### config.mk
export PLATFORM = sky130hd
export DESIGN_NAME = usxgmii_rate_adapt_ctrl
export DESIGN_NICKNAME = d
export VERILOG_FILES = /design/src/rtl/usxgmii_rate_adapt_ctrl.sv
export SDC_FILE = /design/constraint.sdc
export NUM_CORES = 1
export LEC_CHECK = 0
export BUFFER_PORTS_ARGS = -buffer_cell sky130_fd_sc_hd__buf_2
export CAP_MARGIN = 20
export CORE_UTILIZATION = 56
export CTS_CLUSTER_SIZE = 30
export DETAILED_ROUTE_END_ITERATION = 12
export PLACE_DENSITY = 0.79
export SLEW_MARGIN = 20
export SYNTH_ARGS = -nofsm -noshare
export SYNTH_HDL_FRONTEND = slang
export SYNTH_SLANG_ARGS = --single-unit
### constraint.sdc
create_clock -name i_usxgmii_clock -period 2.75 [get_ports i_usxgmii_clock]
set_clock_uncertainty 0.2 [all_clocks]
set_input_delay 0.275 -clock i_usxgmii_clock [delete_from_list [all_inputs] [get_ports i_usxgmii_clock]]
set_output_delay 0.275 -clock i_usxgmii_clock [all_outputs]
set_load 0.02 [all_outputs]
### src/rtl/usxgmii_rate_adapt_ctrl.sv
// USXGMII receive rate-adaptation controller: locks onto the word replication
// phase, forwards one copy per group and checks the remaining copies.
module usxgmii_rate_adapt_ctrl #(
    parameter int p_ERR_LIMIT     = 4,
    parameter int p_ALIGN_TIMEOUT = 4096,
    parameter int p_ERR_CNT_WIDTH = 16
) (
    input  logic                       i_usxgmii_clock,
    input  logic                       i_usxgmii_reset,
    input  logic                       i_link_up,
    input  logic [2:0]                 i_speed,
    input  logic [3:0]                 i_usxgmii_control,
    input  logic [31:0]                i_usxgmii_data,
    output logic                       o_usxgmii_valid,
    output logic [3:0]                 o_usxgmii_control,
    output logic [31:0]                o_usxgmii_data,
    output logic                       o_locked,
    output logic                       o_speed_invalid,
    output logic [p_ERR_CNT_WIDTH-1:0] o_rep_err_count
);

    localparam logic [1:0]  S_IDLE    = 2'd0;
    localparam logic [1:0]  S_ALIGN   = 2'd1;
    localparam logic [1:0]  S_RUN     = 2'd2;
    localparam logic [35:0] IDLE_WORD = {4'hF, 32'h0707_0707};
    localparam int          TO_W      = $clog2(p_ALIGN_TIMEOUT + 1);
    localparam logic [TO_W-1:0] TO_LAST  = TO_W'(p_ALIGN_TIMEOUT - 1);
    localparam logic [3:0]      ERR_LIM  = 4'(p_ERR_LIMIT);

    function automatic logic [9:0] rep_factor(input logic [2:0] speed);
        case (speed)
            3'd0:    rep_factor = 10'd1000;
            3'd1:    rep_factor = 10'd100;
            3'd2:    rep_factor = 10'd10;
            3'd3:    rep_factor = 10'd4;
            3'd4:    rep_factor = 10'd2;
            default: rep_factor = 10'd1;
        endcase
    endfunction

    logic [1:0]                 state_q, state_d;
    logic [2:0]                 speed_q;
    logic                       spd_inv_q;
    logic [35:0]                prev_q;
    logic [35:0]                cap_q, cap_d;
    logic [35:0]                out_q, out_d;
    logic                       valid_q, valid_d;
    logic [9:0]                 phase_q, phase_d;
    logic                       grp_err_q, grp_err_d;
    logic [3:0]                 err_grp_q, err_grp_d;
    logic [TO_W-1:0]            timeout_q, timeout_d;
    logic [p_ERR_CNT_WIDTH-1:0] rep_err_q, rep_err_d;

    logic [35:0] in_word;
    logic        speed_valid;
    logic        speed_change;
    logic [9:0]  last_phase;
    logic        mismatch;

    assign in_word      = {i_usxgmii_control, i_usxgmii_data};
    assign speed_valid  = (i_speed < 3'd6);
    assign speed_change = (speed_q != i_speed);
    assign last_phase   = rep_factor(speed_q) - 10'd1;
    assign mismatch     = (state_q == S_RUN) && (phase_q != 10'd0) && (in_word != cap_q);

    // NOTE: every next-state variable gets a default first so no path leaves it unassigned (no latches).
    always_comb begin
        state_d   = state_q;
        cap_d     = cap_q;
        out_d     = out_q;
        valid_d   = 1'b0;
        phase_d   = phase_q;
        grp_err_d = grp_err_q;
        err_grp_d = err_grp_q;
        timeout_d = timeout_q;
        rep_err_d = rep_err_q;

        if (!i_link_up || !speed_valid) begin
            state_d   = S_IDLE;
            phase_d   = 10'd0;
            timeout_d = '0;
            grp_err_d = 1'b0;
            err_grp_d = 4'd0;
        end else if (state_q != S_IDLE && speed_change) begin
            state_d   = S_ALIGN;
            phase_d   = 10'd0;
            timeout_d = '0;
            grp_err_d = 1'b0;
            err_grp_d = 4'd0;
        end else begin
            case (state_q)
                S_IDLE: begin
                    state_d   = (rep_factor(i_speed) == 10'd1) ? S_RUN : S_ALIGN;
                    phase_d   = 10'd0;
                    timeout_d = '0;
                end
                S_ALIGN: begin
                    // A word change (or the timeout) marks the start of a replication group.
                    if (in_word != prev_q || timeout_q == TO_LAST) begin
                        cap_d     = in_word;
                        out_d     = in_word;
                        valid_d   = 1'b1;
                        phase_d   = (last_phase == 10'd0) ? 10'd0 : 10'd1;
                        state_d   = S_RUN;
                        timeout_d = '0;
                        grp_err_d = 1'b0;
                    end else begin
                        timeout_d = timeout_q + 1'b1;
                    end
                end
                S_RUN: begin
                    phase_d = (phase_q == last_phase) ? 10'd0 : phase_q + 10'd1;
                    if (phase_q == 10'd0) begin
                        cap_d   = in_word;
                        out_d   = in_word;
                        valid_d = 1'b1;
                    end
                    if (mismatch && rep_err_q != '1)
                        rep_err_d = rep_err_q + 1'b1;
                    if (last_phase != 10'd0 && phase_q == last_phase) begin
                        grp_err_d = 1'b0;
                        if (grp_err_q || mismatch) begin
                            if (err_grp_q + 4'd1 >= ERR_LIM) begin
                                state_d   = S_ALIGN;
                                phase_d   = 10'd0;
                                err_grp_d = 4'd0;
                            end else begin
                                err_grp_d = err_grp_q + 4'd1;
                            end
                        end else begin
                            err_grp_d = 4'd0;
                        end
                    end else begin
                        grp_err_d = grp_err_q | mismatch;
                    end
                end
                default: state_d = S_IDLE;
            endcase
        end
    end

    // NOTE: sequential state uses non-blocking assignments so all registers update from pre-edge values.
    always_ff @(posedge i_usxgmii_clock) begin
        if (i_usxgmii_reset) begin
            state_q   <= S_IDLE;
            speed_q   <= 3'd0;
            spd_inv_q <= 1'b0;
            prev_q    <= IDLE_WORD;
            cap_q     <= IDLE_WORD;
            out_q     <= IDLE_WORD;
            valid_q   <= 1'b0;
            phase_q   <= 10'd0;
            grp_err_q <= 1'b0;
            err_grp_q <= 4'd0;
            timeout_q <= '0;
            rep_err_q <= '0;
        end else begin
            state_q   <= state_d;
            speed_q   <= i_speed;
            spd_inv_q <= !speed_valid;
            prev_q    <= in_word;
            cap_q     <= cap_d;
            out_q     <= out_d;
            valid_q   <= valid_d;
            phase_q   <= phase_d;
            grp_err_q <= grp_err_d;
            err_grp_q <= err_grp_d;
            timeout_q <= timeout_d;
            rep_err_q <= rep_err_d;
        end
    end

    assign o_usxgmii_valid   = valid_q;
    assign o_usxgmii_control = out_q[35:32];
    assign o_usxgmii_data    = out_q[31:0];
    assign o_locked          = (state_q == S_RUN);
    assign o_speed_invalid   = spd_inv_q;
    assign o_rep_err_count   = rep_err_q;

endmodule

After elaboration in Yosys (flattened, before gate mapping):

Cells that the tools add are included.

* flip-flop bits (word level): 123
* input port bits: 42
* output and inout bits: 55

* add/subtract/negate cells: 5
* order comparisons: 2
* equal/unequal tests: 26
* muxes and demuxes: 32
* bitwise gates (word level): 3
* reductions and logical operators: 30

Operators by type and width (number)
* case mux 10 bit (5 select lines): 2
* 2-to-1 mux 10 bit: 8
* 2-to-1 mux 36 bit: 2
* != test 36 bit: 2
* case mux 36 bit (2 select lines): 1
* case mux 10 bit (3 select lines): 1
* case mux 13 bit (2 select lines): 1
* logical NOT 10 bit: 2
* nonzero test 10 bit: 2
* adder 16 x 1 -> 16 bit, second input constant: 1
* != test 16 bit, second input constant: 1
* adder 13 x 1 -> 13 bit, second input constant: 1
* equality test 13 x 12 -> 1 bit, second input constant: 1
* 2-to-1 mux 13 bit: 1
* equality test 3 x 2 -> 1 bit, second input constant: 4
* AND reduction 4 bit: 3
* adder 10 x 1 -> 10 bit, second input constant: 1
* equality test 10 x 1 -> 1 bit, second input constant: 1
* equality test 10 bit: 1
* 2-to-1 mux 2 bit: 5
* subtractor 10 x 1 -> 10 bit, second input constant: 1
* != test 3 x 1 -> 1 bit, second input constant: 3
* 2-to-1 mux 4 bit: 2
* != test 2 x 1 -> 1 bit, second input constant: 4
* other kinds (26): 47

Longest topological paths before layout:

Gate-level depths: netlist (run 1).

* depth in word-level cells: 9
* depth in mapped cells: 10
* depth with buffers taken out: 8

Worst setup path after synthesis (run 1):

No wires, ideal clock.

* path kind: reg2reg
* start: reg timeout_q[0]
* end: reg phase_q[8]
* arrival time: 2212 ps
* path slack: 267 ps
* stages on the path, launching flop included: 9
* period minus slack after synthesis: 2483 ps
* cell sequence: dfxtp_1 -> ha_1 -> and3_1 -> nand4_1 -> o31ai_1 -> or4_4 -> or2b_1 -> or4_1 -> a21oi_1

* cells in the longest elaborated chain, start to end: 4

RTL lines
* start: declaration: RTL line 51 `logic [TO_W-1:0] timeout_q, timeout_d;`
* start signal: assignment: RTL line 168 `timeout_q <= timeout_d;`
* equality test 13 x 12 -> 1 bit: RTL line 99 `if (in_word != prev_q || timeout_q == TO_LAST) begin`
* logical OR 1 bit: RTL line 99
* != test 2 bit (no line)
* AND reduction 2 bit (no line)
* end signal: assignment: RTL line 165 `phase_q <= phase_d;`
* end: declaration: RTL line 48 `logic [9:0] phase_q, phase_d;`

No other way between the ends.
A chain may end at the register's enable or synchronous reset.

Final worst setup path (run 1):

* start: reg prev_q[14]
* end: reg timeout_q[5]

* cells in the longest elaborated chain, start to end: 4

RTL lines
* start: declaration: RTL line 44 `logic [35:0] prev_q;`
* start signal: assignment: RTL line 161 `prev_q <= in_word;`
* != test 36 bit: RTL line 99
* logical OR 1 bit: RTL line 99
* 2-to-1 mux 13 bit: RTL line 99
* case mux 13 bit (2 select lines): RTL line 91 `case (state_q)`

No other way between the ends.

==> results of run 1 <==
area by class of cell:
class	instances	area, um2	area share, %
repair buffers	186	1350	16.8
diodes	1	2.50	0.0310
multi-input cells	521	3390	42.0
flip-flops and latches	123	2470	30.6
well taps	133	166	2.06
inverters	13	48.8	0.605
clock buffers	18	418	5.18
clock inverters	13	216	2.69
state kept, by name (all words and copies together) (netlist names), 2 cells and up:
signal           cells
prev_q              36
err_grp_q            4
out_q               36
speed_q              3
o_rep_err_count     16
state_q              2
timeout_q           13
phase_q             10
synth_stat cells (2+ instances only):
master,number,area (um2)
dfxtp_1,123,2460
nand2_1,94,353
a21oi_1,52,260
xnor2_1,43,377
xor2_1,42,368
nor2_1,38,143
nor2b_1,29,181
o21ai_0,25,125
clkbuf_1,23,86.3
nand3_1,21,105
nand3b_1,17,128
nand4_1,17,106
or2_2,17,106
or4_1,15,113
and3_1,13,81.3
inv_1,13,48.8
nor4_1,13,81.3
o31ai_1,13,97.6
or3_1,11,68.8
ha_1,9,113
buf_2,7,35.0
nor3_1,6,30.0
mux2i_1,5,50.1
nor3b_1,4,30.0
o22ai_1,4,25.0
a31oi_1,3,18.8
and2_1,3,18.8
nand4b_1,3,26.3
and4_1,2,17.5
or3b_1,2,17.5
or3b_2,2,17.5
metrics by stage:
stage	area, um2	total power, mW
after floorplan	5840	2.18
after global placement	6670	2.35
after detailed placement	6670	2.36
after CTS	7750	4.80
after global routing	8060	5.02
final	8060	4.91
critical path, stage by stage (launching register included):
cell and delay, ps:
dfxtp_1 310, xor2_1 190, nor4_1 420, nand4_1 230, buf_4 210, or4_4 580
or4_1 490, a21oi_1 130
where the power goes:
| group | leakage (nW) | internal [mW] | switching (mW) | total (mW) |
|---|---|---|---|---|
| logic | 1.92 | 0.255 | 0.333 | 0.587 |
| clock network | 0.310 | 1.57 | 0.863 | 2.43 |
| registers | 1.01 | 1.84 | 0.0465 | 1.89 |
timing repair:
action                                  in CTS  in global routing
pin swaps                                    2                 13
endpoints found under the setup margin      48                 60
endpoints found under the hold margin       81                  0
cloned                                       0                  7
hold buffers                                42                  0
setup buffers                                0                  9
resized for setup                            6                 32
how the worst max path moves through the flow:
stage	startpoint	to	slack (ps)	cells past startpoint
after floorplan	timeout_q[0]	phase_q[8]	270	8
after global placement	i_usxgmii_control[0]	out_q[19]	-230	9
after detailed placement	i_usxgmii_control[0]	timeout_q[3]	-280	7
after CTS	i_usxgmii_data[25]	state_q[0]	7	11
after global routing	timeout_q[1]	phase_q[8]	-160	9
final	prev_q[14]	timeout_q[5]	-90	7
routing by layer:
metal / share of wire, % / up-vias / wire length [um]
met5: 0 / - / 0
met4: 4.0 / 0 / 798
met3: 9.8 / 96 / 1970
met2: 48 / 431 / 9600
met1: 38 / 2938 / 7710
li1: - / 2752 / -
cell usage in the layout, fill, tap and decap left out, drive strengths merged, types with 2 or more instances in the layout:
master	instances
buf	142
dfxtp	123
nand2	94
a21oi	52
xnor2	43
xor2	42
dlygate4sd3	41
nor2	38
nor2b	29
o21ai	26
nand3	21
clkbuf	20
or2	18
or4	18
nand3b	17
nand4	17
inv	16
o31ai	14
and3	13
nor4	13
or3	11
ha	9
nor3	6
mux2i	5
bufinv	5
clkinv	5
o22ai	4
nor3b	4
or3b	4
nand4b	3
and2	3
a31oi	3
and4	2
cells by family after synthesis:
logic type / after synthesis / synth area share [%]
buffers and inverters: 44 / 3.10
XOR/XNOR: 85 / 12.7
flip-flops: 123 / 42.1
AND/OR/NAND/NOR: 313 / 28.7
multiplexers: 5 / 0.856
AO/OA/AOI/OAI: 107 / 10.5
adder cells (fa/ha/maj): 9 / 1.93
==> impl_metrics.py, run 1 <==
metrics = {
    "clock_tree": {
        "clock_path_buffers": 2,
        "clock_latency_ps": 540,
        "cts_made_buffers": 17,
        "clock-sinks": 123,
        "cts_tree": "done",
        "cts.clk_slew.worst_paths_ps": 60,
        "htreeDepth": 4,
        "cts_root_buf": "clkbuf_8",
    },
    "worst_setup_path": {
        "endpoint_kind": "flip-flop",
        "r2r-start": "prev_q[14]",
        "critPathLaunchType": "flip-flop",
        "r2r_cells": 7,
        "critPathKind": "flip-flop to flip-flop",
        "cp_max_fo": 6,
        "reg2reg_slack_ps": -90,
        "cp.required_ps": 3020,
        "timing.rr.end": "timeout_q[5]",
        "arrival_ps": 3110,
    },
    "die": {
        "start_util_pct": 58.7,
        "dieArea_mm2": 0.0108,
        "ios": 97,
        "die_x_um": 104,
        "die_height_um": 104,
        "row_count": 36,
        "core_mm2": 0.00995,
    },
    "outcome": {
        "violations": "setup timing",
        "status": "finished with violations",
    },
    "synthesis": {
        "postSynth.asyncResetShare_pct": 0,
        "synth_edf_count": 0,
        "synth.net_count": 737,
        "synth_seq_cells": 123,
        "synth_ff_type": "dfxtp_1",
        "ys_warn_count": 0,
        "synth_area_mm2": 0.00584,
        "postSynthAreaPerCell_um2": 8.52,
        "ys_seq_area_share_pct": 42.1,
        "syn_inst": 686,
        "synth_cell_type_count": 48,
    },
    "placement": {
        "io_buffers": 96,
        "detailedPlace.worstSlack_ps": -282,
        "place_hpwl_um": 10200,
        "dp_cells": 920,
        "gp_congestion": 0.856,
    },
    "global_routing": {
        "use_met3_pct": 8.58,
        "grt_busiest_layer": "met2",
        "grt_max_degree": 93,
        "overflow": 0,
        "grtUsageMet2_pct": 54.0,
        "grt_pass1_wl_um": 27600,
        "use_met1_pct": 38.4,
        "grtUsageTotal_pct": 32.2,
        "grt_pass1_vias": 5745,
        "antenna_found_initial": 1,
    },
    "timing": {
        "worst_pin_slew_ps": 852,
        "relSlewSlack_pct": 43.2,
        "setup_slack_ps": -91.0,
        "hold_violations": 0,
        "fmax_ghz": 0.352,
        "fin_crit_sh_pct": 103,
        "final_max_slew_viol_count": 0,
        "tns_ps": -783,
        "hold_ws_ps": 37.5,
        "fin_crit_ps": 2840,
        "rsz0062_at_grt": "true",
        "finalSetupViolations": 22,
    },
    "route": {
        "avgViaCountPerCell": 6.17,
        "antenna_left": 0,
        "drtIter0Drc": 551,
        "via_count": 6217,
        "wl_per_cell_um": 19.9,
        "firstDrtPassIters": 5,
        "wirelength_um": 20100,
        "drc": 0,
    },
    "layout": {
        "finalNetCount": 913,
        "layout-drive-gt1-share_pct": 25.6,
        "finalNonFillerCells": 1008,
        "syn2layout_area_growth_pct": 37.9,
        "post-route-util_pct": 81.0,
        "nFillCells": 519,
    },
    "run": {
        "max_cap_violations": 0,
    },
    "worst_hold_path": {
        "hp-class": "input port to flip-flop",
        "hold_end": "out_q[9]",
        "hp-start": "i_usxgmii_data[9]",
        "holdPathStages": 3,
    },
    "power_and_ir_drop": {
        "power_density_mw_per_mm2": 609,
        "p_leak_nw": 3.23,
        "ir_drop_v": 0.000428,
    },
}
Note: power is estimated with default switching activity, not from simulation.
==> run 2: changes to the inputs <==
--- a/config.mk
+++ b/config.mk
@@ -7,8 +7,9 @@
 export LEC_CHECK = 0
 export BUFFER_PORTS_ARGS = -buffer_cell sky130_fd_sc_hd__buf_2
 export CAP_MARGIN = 20
+export CORE_MARGIN = 2
 export CORE_UTILIZATION = 56
-export CTS_CLUSTER_SIZE = 30
+export CTS_CLUSTER_SIZE = 16
 export DETAILED_ROUTE_END_ITERATION = 12
 export PLACE_DENSITY = 0.79
 export SLEW_MARGIN = 20
==> impl_metrics.py, run 2 (synthesis results as in run 1) <==
metrics = {
    "timing": {
        "worst_pin_slew_ps": 878,
        "finalSetupViolations": 19,
        "final_max_slew_viol_count": 0,
        "relSlewSlack_pct": 41.3,
        "fin_crit_sh_pct": 104,
        "rsz0062_at_grt": "true",
        "fmax_ghz": 0.350,
        "hold_violations": 0,
        "tns_ps": -751,
        "setup_slack_ps": -107,
        "fin_crit_ps": 2860,
    },
    "global_routing": {
        "grt_pass1_vias": 5707,
        "antenna_found_initial": 0,
        "grt_pass1_wl_um": 27900,
        "overflow": 0,
        "grtUsageTotal_pct": 31.0,
        "grt_max_degree": 93,
    },
    "clock_tree": {
        "cts_made_buffers": 17,
        "clock_latency_ps": 520,
        "htreeDepth": 4,
        "clock_path_buffers": 2,
        "clock-sinks": 123,
        "cts.clk_slew.worst_paths_ps": 60,
        "cts_root_buf": "clkbuf_8",
        "cts_tree": "done",
    },
    "power_and_ir_drop": {
        "p_leak_nw": 3.20,
        "p_clk_share_pct": 47.5,
        "ir_drop_v": 0.000555,
        "power_density_mw_per_mm2": 585,
        "swShare_pct": 26.7,
        "power.internal_mw": 3.42,
        "combPwrFrac_pct": 11.9,
        "p_seq_share_pct": 40.5,
        "p_sw_mw": 1.25,
    },
    "placement": {
        "io_buffers": 96,
        "detailedPlace.worstSlack_ps": -227,
        "place_hpwl_um": 10700,
        "gp_congestion": 0.925,
    },
    "worst_setup_path": {
        "critPathLaunchType": "flip-flop",
        "cp_max_fo": 7,
        "critPathKind": "flip-flop to flip-flop",
        "endpoint_kind": "flip-flop",
        "cp.required_ps": 2990,
        "arrival_ps": 3100,
    },
    "route": {
        "avgViaCountPerCell": 6.06,
        "wl_per_cell_um": 19.2,
        "via_count": 6053,
        "firstDrtPassIters": 5,
        "wirelength_um": 19200,
        "antenna_left": 0,
        "drc": 0,
        "drtIter0Drc": 732,
    },
    "layout": {
        "layout_common_cells": "dfxtp_1, nand2_1, buf_2",
        "layout_commonest_cell": "dfxtp_1",
        "antenna_cells": 0,
        "layout-drive-gt1-share_pct": 24.9,
        "syn2layout_area_growth_pct": 36.4,
        "finalNetCount": 901,
    },
    "outcome": {
        "violations": "setup timing",
        "status": "finished with violations",
    },
    "die": {
        "ios": 97,
        "die_height_um": 106,
        "die_x_um": 106,
        "core_mm2": 0.0102,
        "start_util_pct": 57.1,
        "row_count": 37,
        "dieArea_mm2": 0.0113,
    },
    "worst_hold_path": {
        "hp-class": "input port to flip-flop",
    },
    "run": {
        "max_cap_violations": 0,
    },
}
-- run 2: cell types whose count changed in the layout (fill, tap and decap cells not counted), sizes merged, moves of 2 or more --
| cell | before | now |
|---|---|---|
| clkinvlp | 0 | 3 |
| clkinv | 5 | 3 |
| dlygate4sd3 | 41 | 36 |
| inv | 16 | 19 |
| buf | 142 | 132 |
| bufinv | 5 | 2 |
| dlymetal6s4s | 1 | 6 |
-- run 2: through the flow --
stage / hold WS, ps / util (%) / cell area (um2) / power (mW) / cells
floorplan: 182 / - / 5840 / 2.18 / 686
global placement: 265 / 65.2 / 6670 / 2.34 / 923
detailed placement: 273 / 65.2 / 6670 / 2.36 / 923
CTS: 282 / 75.4 / 7710 / 4.59 / 999
global route: 30.2 / 77.9 / 7970 / 4.78 / 999
finish: 1.25 / 77.9 / 7970 / 4.66 / 999
-- run 2: area by class of cell --
type / instances / area, um2
multi-input combinational: 520 / 3420
sequential: 123 / 2470
fill: 603 / 2260
timing repair buffer: 175 / 1280
clock buffer: 18 / 428
tap: 136 / 170
clock inverter: 14 / 160
inverter: 13 / 48.8
-- run 2: critical path: stages (launching register included) --
cell and delay (ps):
dfxtp_1 390, ha_4 170, and3_1 210, nand4_1 290
o31ai_4 320, or4_4 220, or2b_4 280, or4_1 510
a21oi_1 170
-- run 2: repair_timing --
action | 4_1_cts | 5_1_grt
pin swaps | 0 | 23
hold endpoints to repair | 79 | 0
hold buffers | 42 | 0
cloned | 0 | 4
gates resized for setup | 3 | 45
endpoints found under the setup margin | 54 | 72
setup buffers | 2 | 6
-- run 2: path summary, 6_finish.rpt --
path | start | slack (ps) | depth (start not counted) | end
hold / removal | i_usxgmii_control[3] | 1 | 3 | out_q[35]
setup reg to reg | timeout_q[1] | -110 | 8 | phase_q[8]
setup / recovery | timeout_q[1] | -110 | 8 | phase_q[8]
hold reg to reg | out_q[20] | 280 | 2 | out_q[20]
-- run 2: routing by layer --
metal / share of wire, % / global-route usage [%] / vias up
met2: 48 / 53.2 / 401
met1: 39 / 37.8 / 2844
met3: 8.5 / 5.89 / 94
met4: 4.6 / 13.4 / 0
met5: 0 / 0 / -
li1: - / - / 2714
-- run 2: power by group through the flow --
| stage | clock network [mW] | logic (mW) | registers (mW) |
|---|---|---|---|
| after floorplan | 0 | 0.237 | 1.94 |
| after global placement | 0 | 0.427 | 1.92 |
| after detailed placement | 0 | 0.440 | 1.92 |
| after CTS | 2.21 | 0.499 | 1.88 |
| after global routing | 2.30 | 0.590 | 1.89 |
| final | 2.22 | 0.557 | 1.89 |
==> run 3: changes to the inputs <==
--- a/config.mk
+++ b/config.mk
@@ -7,11 +7,12 @@
 export LEC_CHECK = 0
 export BUFFER_PORTS_ARGS = -buffer_cell sky130_fd_sc_hd__buf_2
 export CAP_MARGIN = 20
-export CORE_MARGIN = 2
+export CORE_MARGIN = 3
 export CORE_UTILIZATION = 56
 export CTS_CLUSTER_SIZE = 16
 export DETAILED_ROUTE_END_ITERATION = 12
 export PLACE_DENSITY = 0.79
+export REMOVE_ABC_BUFFERS = 1
 export SLEW_MARGIN = 20
 export SYNTH_ARGS = -nofsm -noshare
 export SYNTH_HDL_FRONTEND = slang
==> impl_metrics.py, run 3 (synthesis results as in run 1) <==
metrics = {
    "outcome": {
        "status": "finished with violations",
        "violations": "setup timing",
    },
    "worst_setup_path": {
        "endpoint_kind": "flip-flop",
        "critPathLaunchType": "input port",
        "r2r_cells": 11,
        "critPathKind": "input port to flip-flop",
        "arrival_ps": 3070,
        "reg2reg_slack_ps": -20,
        "r2r-start": "prev_q[19]",
        "cp.required_ps": 3000,
        "cp_max_fo": 12,
        "timing.rr.end": "out_q[20]",
    },
    "timing": {
        "worst_pin_slew_ps": 794,
        "rsz0062_at_grt": "true",
        "fin_crit_ps": 2820,
        "relSlewSlack_pct": 46.8,
        "hold_violations": 0,
        "fin_crit_sh_pct": 102,
        "hold_ws_ps": 282,
        "setup_slack_ps": -68.1,
        "finalSetupViolations": 24,
        "final_max_slew_viol_count": 0,
        "fmax_ghz": 0.355,
    },
    "layout": {
        "finalNetCount": 902,
        "finalNonFillerCells": 997,
        "stdcell_area_mm2": 0.00796,
        "nFillCells": 567,
        "syn2layout_area_growth_pct": 36.2,
        "layout-drive-gt1-share_pct": 25.0,
        "ff_latch_area_mm2": 0.00247,
        "antenna_cells": 0,
        "layout_commonest_cell": "dfxtp_1",
        "multiInputGateArea_mm2": 0.00332,
        "layout_common_cells": "dfxtp_1, buf_2, nand2_1",
    },
    "die": {
        "row_count": 36,
        "die_height_um": 108,
        "die_x_um": 108,
        "ios": 97,
        "dieArea_mm2": 0.0117,
        "start_util_pct": 58.7,
        "core_mm2": 0.00995,
    },
    "route": {
        "wirelength_um": 18300,
        "drtIter0Drc": 452,
        "avgViaCountPerCell": 5.85,
        "via_count": 5832,
        "drc": 0,
        "wl_met3_um": 1200,
        "top_layer_used": "met4",
        "m1WireLength_um": 7250,
        "antenna_left": 0,
        "firstDrtPassIters": 5,
        "route.met2.wl_um": 9110,
        "wl_per_cell_um": 18.4,
    },
    "global_routing": {
        "grt_pass1_wl_um": 26600,
        "antenna_found_initial": 0,
        "overflow": 0,
        "grt_pass1_vias": 5650,
        "grtUsageTotal_pct": 28.5,
        "grt_max_degree": 74,
    },
    "placement": {
        "detailedPlace.worstSlack_ps": -96.0,
        "gp_congestion": 0.862,
        "io_buffers": 96,
        "place_hpwl_um": 10200,
        "place_area_mm2": 0.00663,
        "dp_cells": 915,
    },
    "worst_hold_path": {
        "hold_end": "out_q[12]",
        "hp-start": "out_q[12]",
        "hp-class": "flip-flop to flip-flop",
        "holdPathStages": 2,
    },
    "clock_tree": {
        "clock_path_buffers": 2,
        "htreeDepth": 4,
        "cts.clk_slew.worst_paths_ps": 60,
        "cts_made_buffers": 17,
        "clock-sinks": 123,
        "cts_root_buf": "clkbuf_8",
        "cts_tree": "done",
        "clock_latency_ps": 530,
    },
    "power_and_ir_drop": {
        "power_mw": 4.92,
        "ir_drop_v": 0.000746,
        "p_leak_nw": 3.19,
        "power_density_mw_per_mm2": 618,
    },
    "run": {
        "max_cap_violations": 0,
    },
}
run 3: changes by cell type in the layout (fill, tap and decap cells not counted), sizes merged, moves of 2 or more:
cell / change
dlygate4sd3: +7
dlymetal6s4s: -6
bufinv: +3
clkbuf: +3
inv: -2
run 3: final cells by class:
cell class              instances  share of cell area (%)
clock buffers                  19                    5.55
clock inverters                13                    2.64
inverters                      13                   0.613
multi-input cells             519                    41.6
flip-flops and latches        123                    31.0
well taps                     133                    2.09
repair buffers                177                    16.5
run 3: worst max-delay path by stage:
stage	startpoint	endpoint	slack, ps	cells after the start
global route	i_usxgmii_control[1]	out_q[20]	-80	12
detailed placement	i_usxgmii_data[19]	phase_q[4]	-100	9
CTS	i_usxgmii_data[29]	timeout_q[7]	3	10
finish	i_usxgmii_data[12]	out_q[20]	-70	12
global placement	i_usxgmii_data[19]	out_q[28]	-30	10
floorplan	timeout_q[0]	out_q[0]	-110	8
run 3: stage by stage:
stage	setup TNS, ps	utilization [%]
2_1_floorplan	-3740	-
3_3_place_gp	-1030	66.6
3_5_place_dp	-3160	66.6
4_1_cts	0	77.5
5_1_grt	-513	80.0
6_report	-462	80.0
run 3: timing repair:
action | 4_1_cts | 5_1_grt
endpoints found under the hold margin | 92 | 0
gates cloned | 0 | 4
setup endpoints to repair | 1 | 67
hold buffers | 43 | 0
buffers inserted | 1 | 2
resized for setup | 0 | 33
pin swaps | 1 | 13
run 3: metal layers:
| metal | vias up | GRT usage, % |
|---|---|---|
| li1 | 2711 | - |
| met1 | 2790 | 33.3 |
| met4 | 0 | 12.4 |
| met3 | 70 | 9.31 |
| met2 | 261 | 48.1 |
| met5 | - | 0 |
run 3: power breakdown:
part	leakage, nW	switching [mW]	internal, mW
sequential	1.01	0.0496	1.84
clock	0.316	0.861	1.62
combinational	1.86	0.302	0.246
run 3: worst max-delay path: stages:
cell and delay, ps:
dlygate4sd3_1 540, buf_2 150, xor2_1 170, nor4_1 370, nand4_1 230, or4_4 480
buf_8 160, nand4_1 110, buf_12 150, clkbuf_16 160, nand2_1 60, a21oi_1 190
